File: src/rtl/stopwatch_pkg.sv
// Shared types and constants for the stopwatch sequencing controller.
// Latency: n/a (declarations only).
// Backpressure: n/a.
package stopwatch_pkg;

    // Encoding is visible on state_o, so the values are fixed.
    typedef enum logic [1:0] {
        ST_IDLE  = 2'd0,
        ST_RUN   = 2'd1,
        ST_LAP   = 2'd2,
        ST_PAUSE = 2'd3
    } sw_state_t;

    typedef logic [3:0] bcd_digit_t;
    typedef bcd_digit_t [3:0] bcd4_t;   // [0] = least significant digit

    localparam logic [3:0] DP_PATTERN = 4'b0100;

endpackage

File: src/rtl/button_conditioner.sv
// Synchronizes and debounces one raw push-button, emitting a pulse per accepted press.
// Latency: press pulse is high DEBOUNCE_CYCLES+2 cycles after the first edge sampling a new level.
// Backpressure: none; the pulse is a single cycle and is not held.
//
// Ports: clk, reset_n (async active-low), btn (raw, asynchronous),
//        level (debounced level), press (one-cycle pulse on each 0->1 of level).
module button_conditioner #(
    parameter int DEBOUNCE_CYCLES = 1_000_000
) (
    input  logic clk,
    input  logic reset_n,
    input  logic btn,
    output logic level,
    output logic press
);

    localparam int              CW      = $clog2(DEBOUNCE_CYCLES + 1);
    localparam logic [CW-1:0]   CNT_MAX = CW'(DEBOUNCE_CYCLES);

    logic [1:0]    r_sync;
    logic [CW-1:0] r_cnt;
    logic          r_level;
    logic          r_press;

    // The counter tracks how many consecutive synchronized samples have
    // disagreed with the accepted level; any agreeing sample restarts it.
    always_ff @(posedge clk or negedge reset_n) begin
        if (!reset_n) begin
            r_sync  <= 2'b00;
            r_cnt   <= '0;
            r_level <= 1'b0;
            r_press <= 1'b0;
        end else begin
            r_sync  <= {r_sync[0], btn};
            r_press <= 1'b0;
            if (r_sync[1] == r_level) begin
                r_cnt <= '0;
            end else if (r_cnt == CNT_MAX) begin
                r_level <= r_sync[1];
                r_cnt   <= '0;
                r_press <= r_sync[1];   // rising only; releases are silent
            end else begin
                r_cnt <= r_cnt + CW'(1);
            end
        end
    end

    assign level = r_level;
    assign press = r_press;

endmodule

File: src/rtl/stopwatch_ctrl.sv
// Stopwatch sequencer: button conditioning, run/lap/pause FSM, lap freeze and pause blink.
// Latency: state and timer controls 1 cycle after a press pulse; disp_data 1 cycle after that.
// Backpressure: none; inputs are sampled every cycle and outputs are always valid.
//
// Ports: clk, reset_n (async assert, sync release), btn_start/btn_lap (raw buttons),
//        digits_in (live BCD), timer_run/timer_clear (to timer), disp_data/disp_enable/
//        disp_point (to display), state_o (current state).
module stopwatch_ctrl
    import stopwatch_pkg::*;
#(
    parameter int DEBOUNCE_CYCLES = 1_000_000,
    parameter int BLINK_CYCLES    = 50_000_000
) (
    input  logic        clk,
    input  logic        reset_n,
    input  logic        btn_start,
    input  logic        btn_lap,
    input  logic [15:0] digits_in,
    output logic        timer_run,
    output logic        timer_clear,
    output logic [15:0] disp_data,
    output logic [3:0]  disp_enable,
    output logic [3:0]  disp_point,
    output logic [1:0]  state_o
);

    localparam int            BW        = (BLINK_CYCLES > 1) ? $clog2(BLINK_CYCLES) : 1;
    localparam logic [BW-1:0] BLINK_MAX = BW'(BLINK_CYCLES - 1);

    // Reset asserts immediately but releases on a clock edge, so no flop
    // sees reset removal near its active edge.
    logic [1:0] r_rst_sync;
    logic       w_rst_n;

    always_ff @(posedge clk or negedge reset_n) begin
        if (!reset_n) r_rst_sync <= 2'b00;
        else          r_rst_sync <= {r_rst_sync[0], 1'b1};
    end
    assign w_rst_n = r_rst_sync[1];

    logic w_start_press, w_lap_press;
    logic w_unused_start_level, w_unused_lap_level;

    button_conditioner #(.DEBOUNCE_CYCLES(DEBOUNCE_CYCLES)) u_btn_start (
        .clk     (clk),
        .reset_n (w_rst_n),
        .btn     (btn_start),
        .level   (w_unused_start_level),
        .press   (w_start_press)
    );

    button_conditioner #(.DEBOUNCE_CYCLES(DEBOUNCE_CYCLES)) u_btn_lap (
        .clk     (clk),
        .reset_n (w_rst_n),
        .btn     (btn_lap),
        .level   (w_unused_lap_level),
        .press   (w_lap_press)
    );

    sw_state_t     r_state, w_next;
    bcd4_t         r_lap;
    logic [BW-1:0] r_blink_cnt, w_blink_cnt_nxt;
    logic          r_blink_on,  w_blink_on_nxt;
    logic          r_timer_run, r_timer_clear;
    logic [15:0]   r_disp_data;
    logic [3:0]    r_disp_enable;

    // Start has priority: a lap pulse coinciding with start is dropped.
    always_comb begin
        w_next = r_state;
        case (r_state)
            ST_IDLE:  if (w_start_press) w_next = ST_RUN;
            ST_RUN:   if (w_start_press) w_next = ST_PAUSE;
                      else if (w_lap_press) w_next = ST_LAP;
            ST_LAP:   if (w_start_press) w_next = ST_PAUSE;
                      else if (w_lap_press) w_next = ST_RUN;
            ST_PAUSE: if (w_start_press) w_next = ST_RUN;
                      else if (w_lap_press) w_next = ST_IDLE;
            default:  w_next = ST_IDLE;
        endcase
    end

    // Blink phase restarts "on" at every PAUSE entry and only advances
    // while staying in PAUSE.
    always_comb begin
        w_blink_cnt_nxt = r_blink_cnt;
        w_blink_on_nxt  = r_blink_on;
        if (w_next == ST_PAUSE && r_state != ST_PAUSE) begin
            w_blink_cnt_nxt = '0;
            w_blink_on_nxt  = 1'b1;
        end else if (w_next == ST_PAUSE) begin
            if (r_blink_cnt == BLINK_MAX) begin
                w_blink_cnt_nxt = '0;
                w_blink_on_nxt  = ~r_blink_on;
            end else begin
                w_blink_cnt_nxt = r_blink_cnt + BW'(1);
            end
        end
    end

    always_ff @(posedge clk or negedge w_rst_n) begin
        if (!w_rst_n) begin
            r_state       <= ST_IDLE;
            r_lap         <= '0;
            r_blink_cnt   <= '0;
            r_blink_on    <= 1'b1;
            r_timer_run   <= 1'b0;
            r_timer_clear <= 1'b0;
            r_disp_data   <= '0;
            r_disp_enable <= 4'b1111;
        end else begin
            r_state       <= w_next;
            r_blink_cnt   <= w_blink_cnt_nxt;
            r_blink_on    <= w_blink_on_nxt;
            r_timer_run   <= (w_next == ST_RUN) || (w_next == ST_LAP);
            r_timer_clear <= (r_state == ST_PAUSE) && (w_next == ST_IDLE);
            r_disp_enable <= (w_next == ST_PAUSE && !w_blink_on_nxt) ? 4'b0000 : 4'b1111;
            // Lap register is loaded on the same edge the state enters LAP,
            // so the display switches to it one cycle later.
            r_disp_data   <= (r_state == ST_LAP) ? r_lap : digits_in;
            if (r_state == ST_RUN && w_next == ST_LAP)
                r_lap <= digits_in;
        end
    end

    assign timer_run   = r_timer_run;
    assign timer_clear = r_timer_clear;
    assign disp_data   = r_disp_data;
    assign disp_enable = r_disp_enable;
    assign disp_point  = DP_PATTERN;
    assign state_o     = r_state;

endmodule

File: config.mk
export PLATFORM = sky130hd
export DESIGN_NAME = stopwatch_ctrl
export DESIGN_NICKNAME = d
export VERILOG_FILES = /design/src/rtl/stopwatch_pkg.sv /design/src/rtl/button_conditioner.sv /design/src/rtl/stopwatch_ctrl.sv
export SDC_FILE = /design/constraint.sdc
export NUM_CORES = 1
export LEC_CHECK = 0
export CORE_MARGIN = 2
export CORE_UTILIZATION = 40
export DETAILED_ROUTE_END_ITERATION = 7
export PLACE_DENSITY_LB_ADDON = 0.05
export SETUP_SLACK_MARGIN = 0.02
export SYNTH_ARGS = -nofsm -noshare
export SYNTH_HDL_FRONTEND = slang
export SYNTH_SLANG_ARGS = --single-unit
File: constraint.sdc
create_clock -name clk -period 4.3 [get_ports clk]
set_input_delay 0.86 -clock clk [delete_from_list [all_inputs] [get_ports clk]]
set_output_delay 0.86 -clock clk [all_outputs]
set_load 0.01 [all_outputs]
# Word level (Yosys, flattened, before mapping)
# Cells that the tools add are included.
dict set report op_classes {
  n_bitwise 3
  add_sub_neg 3
  reduce_logical 11
  mux 24
  eq_ne 12
}
# op count
set op_table {}
lappend op_table {{$mux 20} 4}
lappend op_table {{$mux 26} 3}
lappend op_table {{$add 20x1->20 const B} 2}
lappend op_table {{$eq 20x20->1 const B} 2}
lappend op_table {{$add 26x1->26 const B} 1}
lappend op_table {{$eq 26x26->1 const B} 1}
lappend op_table {{$mux 16} 1}
lappend op_table {{$mux 2} 7}
lappend op_table {{$eq 2x2->1 const B} 4}
lappend op_table {{$pmux 2 s4} 1}
lappend op_table {{$mux 1} 7}
lappend op_table {{$eq 2x1->1 const B} 2}
lappend op_table {{$logic_and 1x1->1} 4}
lappend op_table {{$logic_not 2->1} 2}
lappend op_table {{$mux 4} 1}
lappend op_table {{$reduce_and 2->1} 2}
lappend op_table {{$not 1->1} 3}
lappend op_table {{$eq 1x1->1} 2}
lappend op_table {{$ne 2x2->1 const B} 1}
lappend op_table {{$reduce_bool 2->1} 1}
lappend op_table {{$logic_not 1->1} 1}
lappend op_table {{$logic_or 1x1->1} 1}
dict set report word_totals {
  elab_cells 73
  out_inout_bits 28
  ff_bits 117
  input_bits 20
}

# Logic depth before layout (Yosys ltp)
dict set report logic_depth {
  ltp_word 9
  ltp_mapped 12
  depth_no_buf 9
}

# Cells and area by module
# A second synthesis with hierarchy kept.
dict set report unflattened {
  cells_unflattened 511
  hier_area_um2 5714.2
}
# module area_per_inst_um2 seq_area_each_um2 cells_per_inst instances
set modules_own_cells {}
lappend modules_own_cells {stopwatch_ctrl 3214.3 1654.1 273 1}
lappend modules_own_cells {button_conditioner 1249.9 600.6 119 2}

# Worst setup path before layout
# No wires, ideal clock.
dict set report synth_timing {
  path_type {register to register}
  from {register r_state[1], in the netlist state_o[1]}
  to {register r_blink_cnt[2]}
  period_less_slack_ns 2.805
  path_stages_with_launch 13
  n_path_buf 4
  arrival_time_ns 2.723
  t_required_ns 4.218
  setup_time_ns 0.082
  path_slack_ns 1.495
  path_cell_list {dfrtp_1 nor2b_1 clkbuf_1 buf_1 a211oi_1 inv_1 ha_1 clkbuf_1 nand2_1 a31oi_1 buf_2 a21oi_1 a31oi_1}
}
dict set report synth_via {
  elab_cells_between_ends 17
  classes_between {eq/ne: 5; mux: 9; reduce/logical: 3}
}
# item line
set synth_rtl {}
lappend synth_rtl {{start: declaration} stopwatch_ctrl.sv:60} ;# sw_state_t r_state, w_next;
lappend synth_rtl {{start signal: assignment} stopwatch_ctrl.sv:112} ;# r_state <= w_next;
lappend synth_rtl {{$eq 2x2->1 (tied with other cells)} stopwatch_ctrl.sv:71} ;# case (r_state)
lappend synth_rtl {{$pmux 2 s4 *} stopwatch_ctrl.sv:71}
lappend synth_rtl {{named net w_next[0]} stopwatch_ctrl.sv:60}
lappend synth_rtl {{$eq 2x2->1 *} {stopwatch_ctrl.sv:88, stopwatch_ctrl.sv:91}}
lappend synth_rtl {{$logic_and 1x1->1} stopwatch_ctrl.sv:88} ;# if (w_next == ST_PAUSE && r_state != ST_PAUSE) begin
lappend synth_rtl {{$mux 26 / $reduce_bool 2->1 (equally long branches)} --}
lappend synth_rtl {{end signal: assignment} stopwatch_ctrl.sv:113} ;# r_blink_cnt <= w_blink_cnt_nxt;
lappend synth_rtl {{end: declaration} stopwatch_ctrl.sv:62} ;# logic [BW-1:0] r_blink_cnt, w_blink_cnt_nxt;
# Mark *: on every way through the listed nets, which the timed path passes. The rest lies on a longest branch.
# A chain may end at the register's enable or synchronous reset.

# Worst setup path in the final report
dict set report layout_timing {
  from {register r_state[1], in the netlist state_o[1]}
  to {register r_blink_cnt[17]}
}
dict set report layout_via {
  elab_chain_len 6
  elab_cells_between_ends 17
  classes_between {eq/ne: 5; mux: 9; reduce/logical: 3}
}
# item line
set layout_lines {}
lappend layout_lines {{$mux 2, on equally long branches} {stopwatch_ctrl.sv:78, stopwatch_ctrl.sv:74, stopwatch_ctrl.sv:76}}
lappend layout_lines {{$mux 2, on equally long branches} {stopwatch_ctrl.sv:77, stopwatch_ctrl.sv:73, stopwatch_ctrl.sv:75}}
lappend layout_lines {{$pmux 2 s4 *} stopwatch_ctrl.sv:71}
lappend layout_lines {{named net w_next[1]} stopwatch_ctrl.sv:60}
lappend layout_lines {{$eq 2x2->1 *} {stopwatch_ctrl.sv:88, stopwatch_ctrl.sv:91}}
lappend layout_lines {{$logic_and 1x1->1} stopwatch_ctrl.sv:88}
lappend layout_lines {{$mux 26 / $reduce_bool 2->1 (equally long branches)} --}
# Marks and branches as above.

==> impl_metrics.py <==
metrics = {
    "outcome": {
        "status": "finished clean",
    },
    "worst_setup_path": {
        "end_kind": "flip-flop",
        "critPathLaunchType": "flip-flop",
        "crit_type": "flip-flop to flip-flop",
        "max_stage_delay_ns": 0.90,
        "worst-endpoint-arrival_ns": 3.49,
        "crit_path_cell_trace": "xor2_1, nor2_1, a211oi_1, ha_1, nand2_1, a31oi_1, a41oi_1, a21oi_1",
        "path_max_fanout": 15,
        "critical-path-top-delay-family": "compound AO/OA/AOI/OAI gates",
        "worst-path-buf-inv": 0,
        "critPathRequiredTime_ns": 4.63,
        "worst_path_max_delay_cell": "a31oi_1",
    },
    "drt": {
        "ant_nets": 0,
        "wire_per_inst_um": 14.3,
        "drc": 0,
        "num_vias": 3662,
        "drt-vias-per-instance": 5.05,
        "drtIter0Drc": 211,
        "routed_wl_mm": 10.4,
        "dr.pass1.iters": 5,
    },
    "power_and_ir_drop": {
        "comb_power_share": 0.031,
        "power.total_mw": 2.78,
        "switching_power_mw": 0.539,
        "ir_drop_mv": 0.287,
        "p_sw_frac": 0.194,
        "p_seq_frac": 0.402,
        "leakagePower_nw": 2.80,
        "pwr-share-clk": 0.567,
        "p_per_area_mw_per_mm2": 426,
        "internal_power_mw": 2.24,
    },
    "floorplan": {
        "core_sq_mm": 0.0131,
        "pin_count": 48,
        "start_util": 0.404,
        "rows": 42,
        "die_w_um": 119,
        "die_h_um": 119,
        "die_area_sq_mm": 0.0142,
    },
    "logic_synthesis": {
        "synth_edf_count": 0,
        "synth_top_area_cell": "dfrtp_1",
        "yosysTopAreaCellShare": 0.530,
        "ys.flop_type": "dfrtp_1",
        "synth_cell_type_count": 52,
        "netlist_area_sq_mm": 0.00529,
        "yosys-top-cells-area": "dfrtp_1 (53%), mux2_2 (7.2%), nor2_1 (4.7%), xor2_1 (4.3%), xnor2_1 (4.0%)",
        "syn_avg_cell_area_sq_um": 10.8,
        "yosysSeqAreaShare": 0.540,
        "synth-seq-cells": 114,
        "yosysWarnings": 0,
        "synth_cells": 488,
        "yosysMostFrequentCell": "dfrtp_1",
        "synth_common_cells": "dfrtp_1 (112), nor2_1 (66), mux2_2 (34)",
        "async_flop_share": 1.00,
    },
    "finish": {
        "final-seq-area_sq_mm": 0.00286,
        "diodes": 0,
        "syn_to_final_growth_pct": 23.4,
        "fillCellCount": 1173,
        "fin_nets": 564,
        "drive_gt1_frac": 0.140,
        "final_area_sq_mm": 0.00653,
        "utilization": 0.499,
        "final_cells": 725,
        "multi_input_area_sq_mm": 0.00228,
    },
    "timing": {
        "holdWs_ns": 0.281,
        "tightest_slew_ns": 1.20,
        "rsz0062_at_grt": "no",
        "fin_ws_ns": 1.15,
        "drv_slew": 0,
        "fmax_ghz": 0.317,
        "fin_skew_ns": 0.00689,
        "maxSlewHeadroom": 0.194,
        "finalSetupViolations": 0,
        "hold_violations": 0,
        "fin_crit_ns": 3.15,
        "post-route-period-util": 0.733,
        "tns_ns": 0,
    },
    "placement": {
        "io_buffers": 43,
        "place_inst": 693,
        "place_area_sq_mm": 0.00587,
        "preCtsSetupSlack_ns": 1.12,
        "dpl.hpwl_mm": 6.81,
        "place_congestion": 0.771,
    },
    "global_route": {
        "grt_start_max_net_pins": 41,
        "grt_usage": 0.162,
        "grt_pass1_wl_mm": 18.1,
        "antenna_found_initial": 0,
        "grt-ovfl-total": 0,
        "grt_pass1_vias": 3694,
    },
    "clock_network": {
        "path_clk_slew_ns": 0.05,
        "worstSkewPairLatency_ns": 0.41,
        "post_cts_buffers": 0,
        "cts_max_path_buffers": 2,
        "htree_levels": 4,
        "cts_sinks": 114,
        "cts_root_buf": "clkbuf_16",
        "cts_buffers": 17,
        "holdBufCountCts": 0,
        "cts_resized": 0,
        "tritoncts": "yes",
    },
    "run": {
        "cap_violations": 0,
    },
    "worst_hold_path": {
        "hold_class": "flip-flop to async pin",
    },
}
[flip-flops by register name (all words and copies together), names as in the netlist, 2 cells and up]
| register | flops |
|---|---|
| r_lap | 16 |
| u_btn_lap.r_sync | 2 |
| u_btn_lap.r_cnt | 20 |
| r_rst_sync | 2 |
| state_o | 2 |
| u_btn_start.r_sync | 2 |
| disp_data | 16 |
| u_btn_start.r_cnt | 20 |
| r_blink_cnt | 26 |
[metal layers]
metal / up-vias / wire length, um / track usage
li1: 1788 / - / -
met1: 1793 / 5000 / 0.212
met2: 69 / 4790 / 0.249
met3: 12 / 439 / 0.0512
met4: 0 / 140 / 0.0677
met5: - / 0 / 0
[path summary, 6_finish.rpt]
path,slack (ns),from,to,cells past startpoint
min,0.28,r_rst_sync[1],r_lap[10],0
max,1.15,state_o[1],r_blink_cnt[17],8
min in group clk,0.35,u_btn_lap.r_sync[0],u_btn_lap.r_sync[1],0
max in group asynchronous,3.12,r_rst_sync[1],disp_enable[2],1
min reg2reg,0.28,r_rst_sync[1],r_lap[10],0
max reg2reg,1.15,state_o[1],r_blink_cnt[17],8
[worst reg2reg max path: stages, from the launching register on]
cell and delay (ns):
dfrtp_1 0.46, xor2_1 0.19, nor2_1 0.06, a211oi_1 0.43, ha_1 0.48, nand2_1 0.14
a31oi_1 0.90, a41oi_1 0.25, a21oi_1 0.19
[cells by family after synthesis]
family	Yosys count	share of synthesized area
AOI/OAI and AO/OA	38	0.0469
other	2	0.00142
xor gates and xnor gates	50	0.0828
adders and majority gates	8	0.0189
muxes	36	0.0762
buffers and inverters	35	0.0312
and+or+nand+nor	205	0.203
DFF	114	0.540
[cells in the final DEF (no fill, tap or decap), types with 2 or more instances in the layout]
master,count
o21bai_1,2
buf_4,3
a211oi_1,2
nor3_1,13
a31oi_1,7
clkbuf_16,17
clkinv_2,4
nor4b_1,6
dfrtp_1,111
mux2_2,34
dfstp_2,2
nor3b_1,2
xnor2_1,24
conb_1,5
mux2i_1,2
nor4_1,7
clkdlybuf4s50_1,43
nor2_1,66
ha_1,8
nand2_1,33
and4_1,7
a41oi_1,3
nand3_1,26
xor2_1,26
nor2b_1,2
bufinv_16,6
a21oi_1,10
nand4_1,14
o21ai_0,7
and2_1,2
clkbuf_1,3
inv_1,14
and3_1,15
[final cells by class]
| type | count | area share |
|---|---|---|
| flip-flops and latches | 114 | 0.438 |
| multi-input cells | 342 | 0.349 |
| repair buffers | 46 | 0.0694 |
| clock buffers | 21 | 0.0690 |
| well taps | 176 | 0.0337 |
| clock inverters | 11 | 0.0318 |
| inverters | 15 | 0.00863 |
[power groups by stage]
stage / combinational (mW) / sequential [mW] / clock [mW]
after global routing: 0.0980 / 1.12 / 1.66
after detailed placement: 0.0895 / 1.13 / 0
after floorplan: 0.0318 / 1.14 / 0
final: 0.0871 / 1.12 / 1.58
after global placement: 0.0876 / 1.13 / 0
after CTS: 0.0899 / 1.12 / 1.61
No activity file was read; power rests on OpenSTA's default activity.
